[config.mk]
export PLATFORM = sky130hd
export DESIGN_NAME = cic_decim_mc
export DESIGN_NICKNAME = d
export VERILOG_FILES = /design/src/rtl/cic_decim_mc.sv
export SDC_FILE = /design/constraint.sdc
export NUM_CORES = 1
export LEC_CHECK = 0
export ABC_CLOCK_PERIOD_IN_PS = 47200
export CORE_ASPECT_RATIO = 1.75
export CORE_MARGIN = 2
export CORE_UTILIZATION = 46
export CTS_BUF_LIST = sky130_fd_sc_hd__clkbuf_8
export DETAILED_ROUTE_END_ITERATION = 8
export GPL_TIMING_DRIVEN = 0
export PLACE_DENSITY = 0.68
export SETUP_SLACK_MARGIN = 0.4
export SYNTH_ARGS = -nofsm -noshare
export SYNTH_HDL_FRONTEND = slang
export SYNTH_SLANG_ARGS = --single-unit
[constraint.sdc]
create_clock -name clk -period 47.2 [get_ports clk]
set_clock_uncertainty 0.2 [all_clocks]
set_input_delay 7.08 -clock clk [delete_from_list [all_inputs] [get_ports clk]]
set_output_delay 7.08 -clock clk [all_outputs]
set_load 0.05 [all_outputs]
[src/rtl/cic_decim_mc.sv]
// -----------------------------------------------------------------------------
// cic_decim_mc
// Multi-channel CIC decimator. Channels arrive time-multiplexed on one
// Avalon-ST stream. Each channel keeps its own STAGES integrators, comb
// delays (differential delay 1), phase counter and error accumulator. Every
// RATIO-th accepted sample of a channel runs the comb chain in the same cycle
// and loads one result into a single-deep output register.
//
// Optional feature macro: CIC_DECIM_ROUND_EN
//   defined   : round half up before truncation, saturating at +max on overflow
//   undefined : plain truncation of the top OUT_W accumulator bits
//
// Ports
//   clk, reset            single clock, synchronous active-high reset
//   in_data/in_channel    input sample and its channel index
//   in_error              per-sample error flags, ORed over a decimation window
//   in_startofpacket/in_endofpacket  accepted for bus compatibility, unused
//   in_valid/in_ready     input handshake (in_ready = !out_valid || out_ready)
//   out_data/out_channel  decimated sample and its channel
//   out_error             OR of in_error over the window
//   out_startofpacket     high for channel 0
//   out_endofpacket       high for channel CHANNELS-1
//   out_valid/out_ready   output handshake
// -----------------------------------------------------------------------------
module cic_decim_mc #(
    parameter int IN_W     = 16,
    parameter int OUT_W    = 16,
    parameter int STAGES   = 4,
    parameter int RATIO    = 37,
    parameter int CHANNELS = 2,
    parameter int CH_W     = 1
) (
    input  logic             clk,
    input  logic             reset,
    input  logic [IN_W-1:0]  in_data,
    input  logic [CH_W-1:0]  in_channel,
    input  logic [1:0]       in_error,
    input  logic             in_startofpacket,
    input  logic             in_endofpacket,
    input  logic             in_valid,
    output logic             in_ready,
    output logic [OUT_W-1:0] out_data,
    output logic [CH_W-1:0]  out_channel,
    output logic [1:0]       out_error,
    output logic             out_startofpacket,
    output logic             out_endofpacket,
    output logic             out_valid,
    input  logic             out_ready
);

    localparam int ACC_W = IN_W + STAGES * $clog2(RATIO);
    localparam int PH_W  = $clog2(RATIO);
    localparam int SHIFT = ACC_W - OUT_W;

    // Per-channel state
    logic [ACC_W-1:0] integ_r   [CHANNELS][STAGES];
    logic [ACC_W-1:0] dly_r     [CHANNELS][STAGES];
    logic [PH_W-1:0]  phase_r   [CHANNELS];
    logic [1:0]       err_acc_r [CHANNELS];

    logic             ch_ok_s;
    logic [CH_W-1:0]  ch_idx_s;
    logic             take_s;
    logic             decim_s;
    logic [ACC_W-1:0] x_ext_s;
    logic [ACC_W-1:0] integ_new_s [STAGES];
    logic [ACC_W-1:0] comb_s      [STAGES+1];
    logic [OUT_W-1:0] scaled_s;
    logic [1:0]       err_win_s;
    logic             unused_s;

`ifdef CIC_DECIM_ROUND_EN
    localparam logic [ACC_W-1:0] HALF = (SHIFT > 0) ? (ACC_W'(1) << (SHIFT - 1)) : {ACC_W{1'b0}};
    logic [ACC_W-1:0] rnd_sum_s;
`endif

    // Packet framing inputs carry no meaning for this block.
    assign unused_s = ^{in_startofpacket, in_endofpacket};

    // Single-deep output register: room when empty or being drained.
    assign in_ready = !out_valid || out_ready;

    // Channel qualification, integrator update, comb chain and output scaling.
    always_comb begin
        ch_ok_s  = (int'(in_channel) < CHANNELS);
        // Out-of-range channels index channel 0 but never write it (take_s low).
        ch_idx_s = ch_ok_s ? in_channel : {CH_W{1'b0}};
        take_s   = in_valid && in_ready && ch_ok_s;
        decim_s  = take_s && (phase_r[ch_idx_s] == PH_W'(RATIO - 1));
        x_ext_s  = {{(ACC_W-IN_W){in_data[IN_W-1]}}, in_data};

        // Integrator chain includes the current sample.
        integ_new_s[0] = integ_r[ch_idx_s][0] + x_ext_s;
        for (int k = 1; k < STAGES; k++) begin
            integ_new_s[k] = integ_r[ch_idx_s][k] + integ_new_s[k-1];
        end

        // Comb chain evaluated from the freshly updated last integrator.
        comb_s[0] = integ_new_s[STAGES-1];
        for (int k = 0; k < STAGES; k++) begin
            comb_s[k+1] = comb_s[k] - dly_r[ch_idx_s][k];
        end

        err_win_s = err_acc_r[ch_idx_s] | in_error;

`ifdef CIC_DECIM_ROUND_EN
        rnd_sum_s = comb_s[STAGES] + HALF;
        // A non-negative value turning negative means the rounding add overflowed.
        if (!comb_s[STAGES][ACC_W-1] && rnd_sum_s[ACC_W-1]) begin
            scaled_s = {1'b0, {(OUT_W-1){1'b1}}};
        end else begin
            scaled_s = rnd_sum_s[ACC_W-1 -: OUT_W];
        end
`else
        scaled_s = comb_s[STAGES][ACC_W-1 -: OUT_W];
`endif
    end

    // Per-channel integrator, comb delay, phase and error window state.
    always_ff @(posedge clk) begin
        if (reset) begin
            for (int c = 0; c < CHANNELS; c++) begin
                phase_r[c]   <= {PH_W{1'b0}};
                err_acc_r[c] <= 2'b00;
                for (int k = 0; k < STAGES; k++) begin
                    integ_r[c][k] <= {ACC_W{1'b0}};
                    dly_r[c][k]   <= {ACC_W{1'b0}};
                end
            end
        end else if (take_s) begin
            for (int k = 0; k < STAGES; k++) begin
                integ_r[ch_idx_s][k] <= integ_new_s[k];
            end
            if (decim_s) begin
                phase_r[ch_idx_s]   <= {PH_W{1'b0}};
                err_acc_r[ch_idx_s] <= 2'b00;
                for (int k = 0; k < STAGES; k++) begin
                    dly_r[ch_idx_s][k] <= comb_s[k];
                end
            end else begin
                phase_r[ch_idx_s]   <= phase_r[ch_idx_s] + PH_W'(1);
                err_acc_r[ch_idx_s] <= err_win_s;
            end
        end else begin
            phase_r <= phase_r;
        end
    end

    // Output register: load on a decimate, clear valid once drained.
    always_ff @(posedge clk) begin
        if (reset) begin
            out_valid         <= 1'b0;
            out_data          <= {OUT_W{1'b0}};
            out_channel       <= {CH_W{1'b0}};
            out_error         <= 2'b00;
            out_startofpacket <= 1'b0;
            out_endofpacket   <= 1'b0;
        end else if (decim_s) begin
            out_valid         <= 1'b1;
            out_data          <= scaled_s;
            out_channel       <= ch_idx_s;
            out_error         <= err_win_s;
            out_startofpacket <= (ch_idx_s == {CH_W{1'b0}});
            out_endofpacket   <= (ch_idx_s == CH_W'(CHANNELS - 1));
        end else if (out_ready) begin
            out_valid <= 1'b0;
        end else begin
            out_valid <= out_valid;
        end
    end

endmodule

==> impl_metrics.yaml, run 1 <==
cts:
  numCtsBuffers: 102
  cts_tree: "yes"
  cts_sinks: 677
  cts_root_buf: "clkbuf_8"
  htree_levels: 3
  holdBufCountCts: 0
  clock_path_buffers: 3
  cts_repair_resize_count: 0
  clock_latency_ns: 0.79
  clkTransAtPathRegs_ns: 0.06
  post_cts_buffers: 0
timing:
  fin_setup_tns_ns: 0
  fin_crit_sh: 0.673
  fmax_mhz: 31.5
  min_period_ns: 31.77
  hold_viol_final: 0
  rsz0062_at_grt: "no"
  relSlewSlack: 0.0525
  fin_hold_ws_ns: 0.256
  worstMarginPinSlew_ns: 1.42
  finalMaxSlewViolations: 0
  final-setup-viol-count: 0
logic_synthesis:
  synth_cell_types: 113
  ys_ff_latch: 677
  async_reset_ff_frac: 0
  synth_area_um2: 45300
  synth_cells: 4413
  avgSynthCellArea_um2: 10.3
  synth_seq_area_share: 0.441
  synth_nets: 4751
  synth_edf_count: 644
  ys_warn_count: 0
  ys.flop_type: "edfxtp_1"
floorplanning:
  start_util: 0.463
  ios: 48
  core_um2: 97900
  rows: 152
  die_h_um: 419
  die_area_um2: 101000
  die_w_um: 241
drt:
  via_per_inst: 5.53
  drtIter0Drc: 1891
  ant_nets: 0
  wl_per_cell_um: 18.7
  drt-total-wl_um: 112000
  num_vias: 33000
  drc: 0
  drtPass1Iterations: 5
global_routing:
  antenna_found_initial: 2
  track_usage: 0.224
  grt_max_degree: 85
  grt_overflow: 0
  grt_pass1_wl_um: 177000
  grt_pass1_vias: 34300
flow_run:
  cap_violations: 0
setup_path:
  end_kind: "register"
  slowest_stage: "clkbuf_1"
  required_ns: 47.65
  worstSetupPathType: "input port to register"
  crit_fanout: 10
  arrival_ns: 32.22
  max_stage_delay_ns: 1.00
  start_kind: "input port"
place:
  gp_congestion: 0.905
  port_buffers: 44
  dp_hpwl_um: 84300
min_path:
  hold_class: "register to register"
finish:
  mostFrequentLayoutCell: "nor2_1"
  final_nets: 4912
  mostFrequentLayoutCells: "nor2_1, edfxtp_1, inv_1"
  utilization: 0.506
  synthToLayoutAreaGrowth_pct: 9.44
  drive_gt1_frac: 0.0863
outcome:
  status: "complete, no violations"
[final cells by class]
cell class,count,area (µm²)
repair buffers,57,733
diodes,2,5.00
fillers,8918,48300
inverters,347,1310
clock inverters,84,420
multi-input cells,3240,23500
clock buffers,104,1430
flip-flops and latches,677,20000
plain buffers,149,587
well taps,1309,1640
[cells by family after synthesis]
| kind of cell | after synthesis | synth area share |
|---|---|---|
| flops | 677 | 0.441 |
| fa+ha+maj | 313 | 0.0876 |
| simple gates | 1380 | 0.139 |
| mux | 350 | 0.0814 |
| xor+xnor | 351 | 0.0790 |
| compound gates | 846 | 0.130 |
| buf+inv | 496 | 0.0417 |
[sequential cells by signal, summed over array words and instances, names as in the netlist]
signal             count
dly_r                320
integ_r              320
out_data              16
phase_r               12
err_acc_r              4
out_error              2
out_endofpacket        1
out_startofpacket      1
out_valid              1
[per-stage QoR]
step | instances | setup slack (ns) | cell area (µm²)
after global placement | 5766 | 15.02 | 47400
after detailed placement | 5778 | 14.64 | 47700
after CTS | 5966 | 15.32 | 49600
after global routing | 5968 | 14.02 | 49600
final | 5969 | 15.43 | 49600
after floorplan | 4413 | 21.98 | 45300
[Yosys cell counts, types with 23 or more instances]
library cell	n	share of area
a21o_1	123	0.020
xor2_1	121	0.023
clkbuf_1	120	0.0099
ha_1	306	0.084
mux2i_1	203	0.045
edfxtp_1	644	0.43
nor2b_1	37	0.0051
nor2_1	759	0.063
and3_1	31	0.0043
o21bai_1	47	0.0078
or2_2	23	0.0032
a31oi_1	36	0.0050
dfxtp_1	33	0.015
nand2_1	181	0.015
and2_1	42	0.0058
xnor3_1	30	0.015
xnor2_1	193	0.037
nand2b_1	44	0.0061
or3_1	29	0.0040
mux2_2	146	0.036
o21a_1	40	0.0066
a21oi_1	222	0.025
a211oi_1	32	0.0053
nand3_1	76	0.0084
o21ai_0	100	0.011
nand4_1	28	0.0039
nor3_1	57	0.0063
inv_1	346	0.029
[layer usage]
| layer | vias up | GRT usage | share of wire |
|---|---|---|---|
| met5 | - | 0 | 0 |
| met4 | 0 | 0.138 | 0.063 |
| met3 | 280 | 0.0278 | 0.033 |
| met2 | 656 | 0.430 | 0.54 |
| met1 | 15800 | 0.224 | 0.37 |
| li1 | 16200 | - | - |
[final timing paths]
check	start	endpoint	slack [ns]	cells past startpoint
worst max register to register	integ_r[1][120]	out_data[15]	30.03	60
worst min register to register	out_data[12]	out_data[12]	0.26	2
worst min-delay path	out_data[12]	out_data[12]	0.26	2
worst max-delay path	in_channel	out_data[15]	15.43	72
[worst max-delay path: cells and delay by family]
| kind | cells | cell delay, ns |
|---|---|---|
| and+or+nand+nor | 18 | 4.68 |
| AOI/OAI and AO/OA | 17 | 6.06 |
| muxes | 1 | 0.31 |
| adders and majority gates | 9 | 2.80 |
| buffers and inverters | 20 | 9.06 |
| xor gates and xnor gates | 7 | 2.10 |
Power of run 1 is not shown: default switching activity piles up to over one toggle a cycle in this logic, so the estimate is an artifact.
==> run 2: changes to the inputs <==
ABC_CLOCK_PERIOD_IN_PS = 27500   (was 47200)
PLACE_DENSITY = 0.71   (was 0.68)
clock period = 27.5 ns   (was 47.2 ns; I/O delays follow)
==> run 2 against run 1 <==
Net effect: sequential share of layout area fell by 0.098 points; clock-buffer cell count did not move; cell area rose by 0.24%; routed wire length barely moved; setup slack got worse by 13 ns; critical path depth did not move; cell count fell by 0.17%; die area did not move; core utilization rose by 0.12 points; non-clock buffer count fell by 2; sequential cell count did not move.
==> impl_metrics.yaml, run 2 (synthesized netlist as in run 1, its figures left out) <==
cts:
  cts_sinks: 677
  htree_levels: 3
  numCtsBuffers: 100
  cts_root_buf: "clkbuf_8"
  clock_path_buffers: 3
  cts_tree: "yes"
  clkTransAtPathRegs_ns: 0.07
  holdBufCountCts: 0
  clock_latency_ns: 0.79
floorplanning:
  rows: 152
  core_um2: 97900
  ios: 48
  die_w_um: 241
  die_area_um2: 101000
  die_h_um: 419
  start_util: 0.463
finish:
  drive_gt1_frac: 0.0904
  mostFrequentLayoutCells: "nor2_1, edfxtp_1, inv_1"
  finish.instance_area_um2: 49700
  final_nets: 4908
  largestRegisters: "dly_r (320), integ_r (320), out_data (16)"
  synthToLayoutAreaGrowth_pct: 9.71
  final_cell_count_no_fill: 5959
  fillCellCount: 8821
  mostFrequentLayoutCell: "nor2_1"
timing:
  worstMarginPinSlew_ns: 1.46
  finalMaxSlewViolations: 0
  min_period_ns: 25.37
  fmax_mhz: 39.4
  fin_hold_ws_ns: 0.257
  rsz0062_at_grt: "no"
  final-setup-viol-count: 0
  relSlewSlack: 0.0280
  hold_viol_final: 0
  fin_crit_sh: 0.923
place:
  dp_hpwl_um: 84100
  port_buffers: 44
  place_inst: 5778
  placed_cell_area_um2: 47700
  gp_congestion: 0.876
global_routing:
  track_usage: 0.224
  antenna_found_initial: 3
  grt_max_degree: 88
  grt_pass1_wl_um: 177000
  grt_overflow: 0
  grt_pass1_vias: 34800
drt:
  drt-met1-wl_um: 41100
  drc: 0
  top_layer: "met5"
  drt-total-wl_um: 112000
  ant_nets: 0
  via_per_inst: 5.56
  drtPass1Iterations: 7
  drtIter0Drc: 2046
  wl_per_cell_um: 18.8
  wl_met2_um: 61500
  num_vias: 33200
  dr_wl_met3_um: 3320
flow_run:
  cap_violations: 0
setup_path:
  crit_fanout: 19
  critPathBufInv: 18
  start_kind: "input port"
  max_stage_delay_ns: 0.75
  required_ns: 27.99
  worstSetupPathType: "input port to register"
  slowest_stage: "a221oi_1"
  end_kind: "register"
  arrival_ns: 25.86
  critPathTopFamily: "compound AO/OA/AOI/OAI gates"
min_path:
  hold_class: "register to register"
outcome:
  status: "complete, no violations"
run 2: stage by stage:
step | TNS (ns) | setup slack (ns) | util
floorplan | 0 | 5.23 | -
global route | 0 | 0.702 | 0.508
detailed placement | -9.52 | -1.85 | 0.487
CTS | 0 | 0.422 | 0.508
global placement | -6.51 | -1.64 | 0.484
finish | 0 | 2.13 | 0.508
run 2: final timing paths:
check | start | to | slack, ns | depth (start not counted)
worst max-delay path | in_channel | out_data[15] | 2.13 | 72
worst max register to register | integ_r[0][120] | out_data[15] | 10.51 | 65
worst min register to register | out_data[13] | out_data[13] | 0.26 | 2
worst min-delay path | out_data[13] | out_data[13] | 0.26 | 2
run 2: metal layers:
metal,up-vias,track usage
li1,16200,-
met1,16000,0.224
met2,680,0.437
met3,280,0.0265
met4,2,0.126
met5,-,0
run 2: cell type report:
| type | count | area, µm² | area share |
|---|---|---|---|
| Clock buffer | 104 | 1430 | 0.0288 |
| Multi-Input combinational cell | 3240 | 23500 | 0.472 |
| Clock inverter | 75 | 541 | 0.0109 |
| Tap cell | 1309 | 1640 | 0.0329 |
| Timing Repair Buffer | 56 | 721 | 0.0145 |
| Sequential cell | 677 | 20000 | 0.402 |
| Buffer | 148 | 597 | 0.0120 |
| Inverter | 347 | 1310 | 0.0263 |
| Antenna cell | 3 | 7.51 | 0.000151 |
run 2: worst min-delay path: cells and delay by family (launching register included):
kind               cells  cell delay (ns)
AOI/OAI and AO/OA      1             0.05
and+or+nand+nor        1             0.05
DFF                    1             0.31
run 2: timing repair:
action                                 CTS  global route
setup endpoints to repair                8             6
buffers inserted                         0             0
resized for setup                        7             8
pin swaps                                0             0
endpoints found under the hold margin    0             0
Power of run 2 is left out for the same reason.
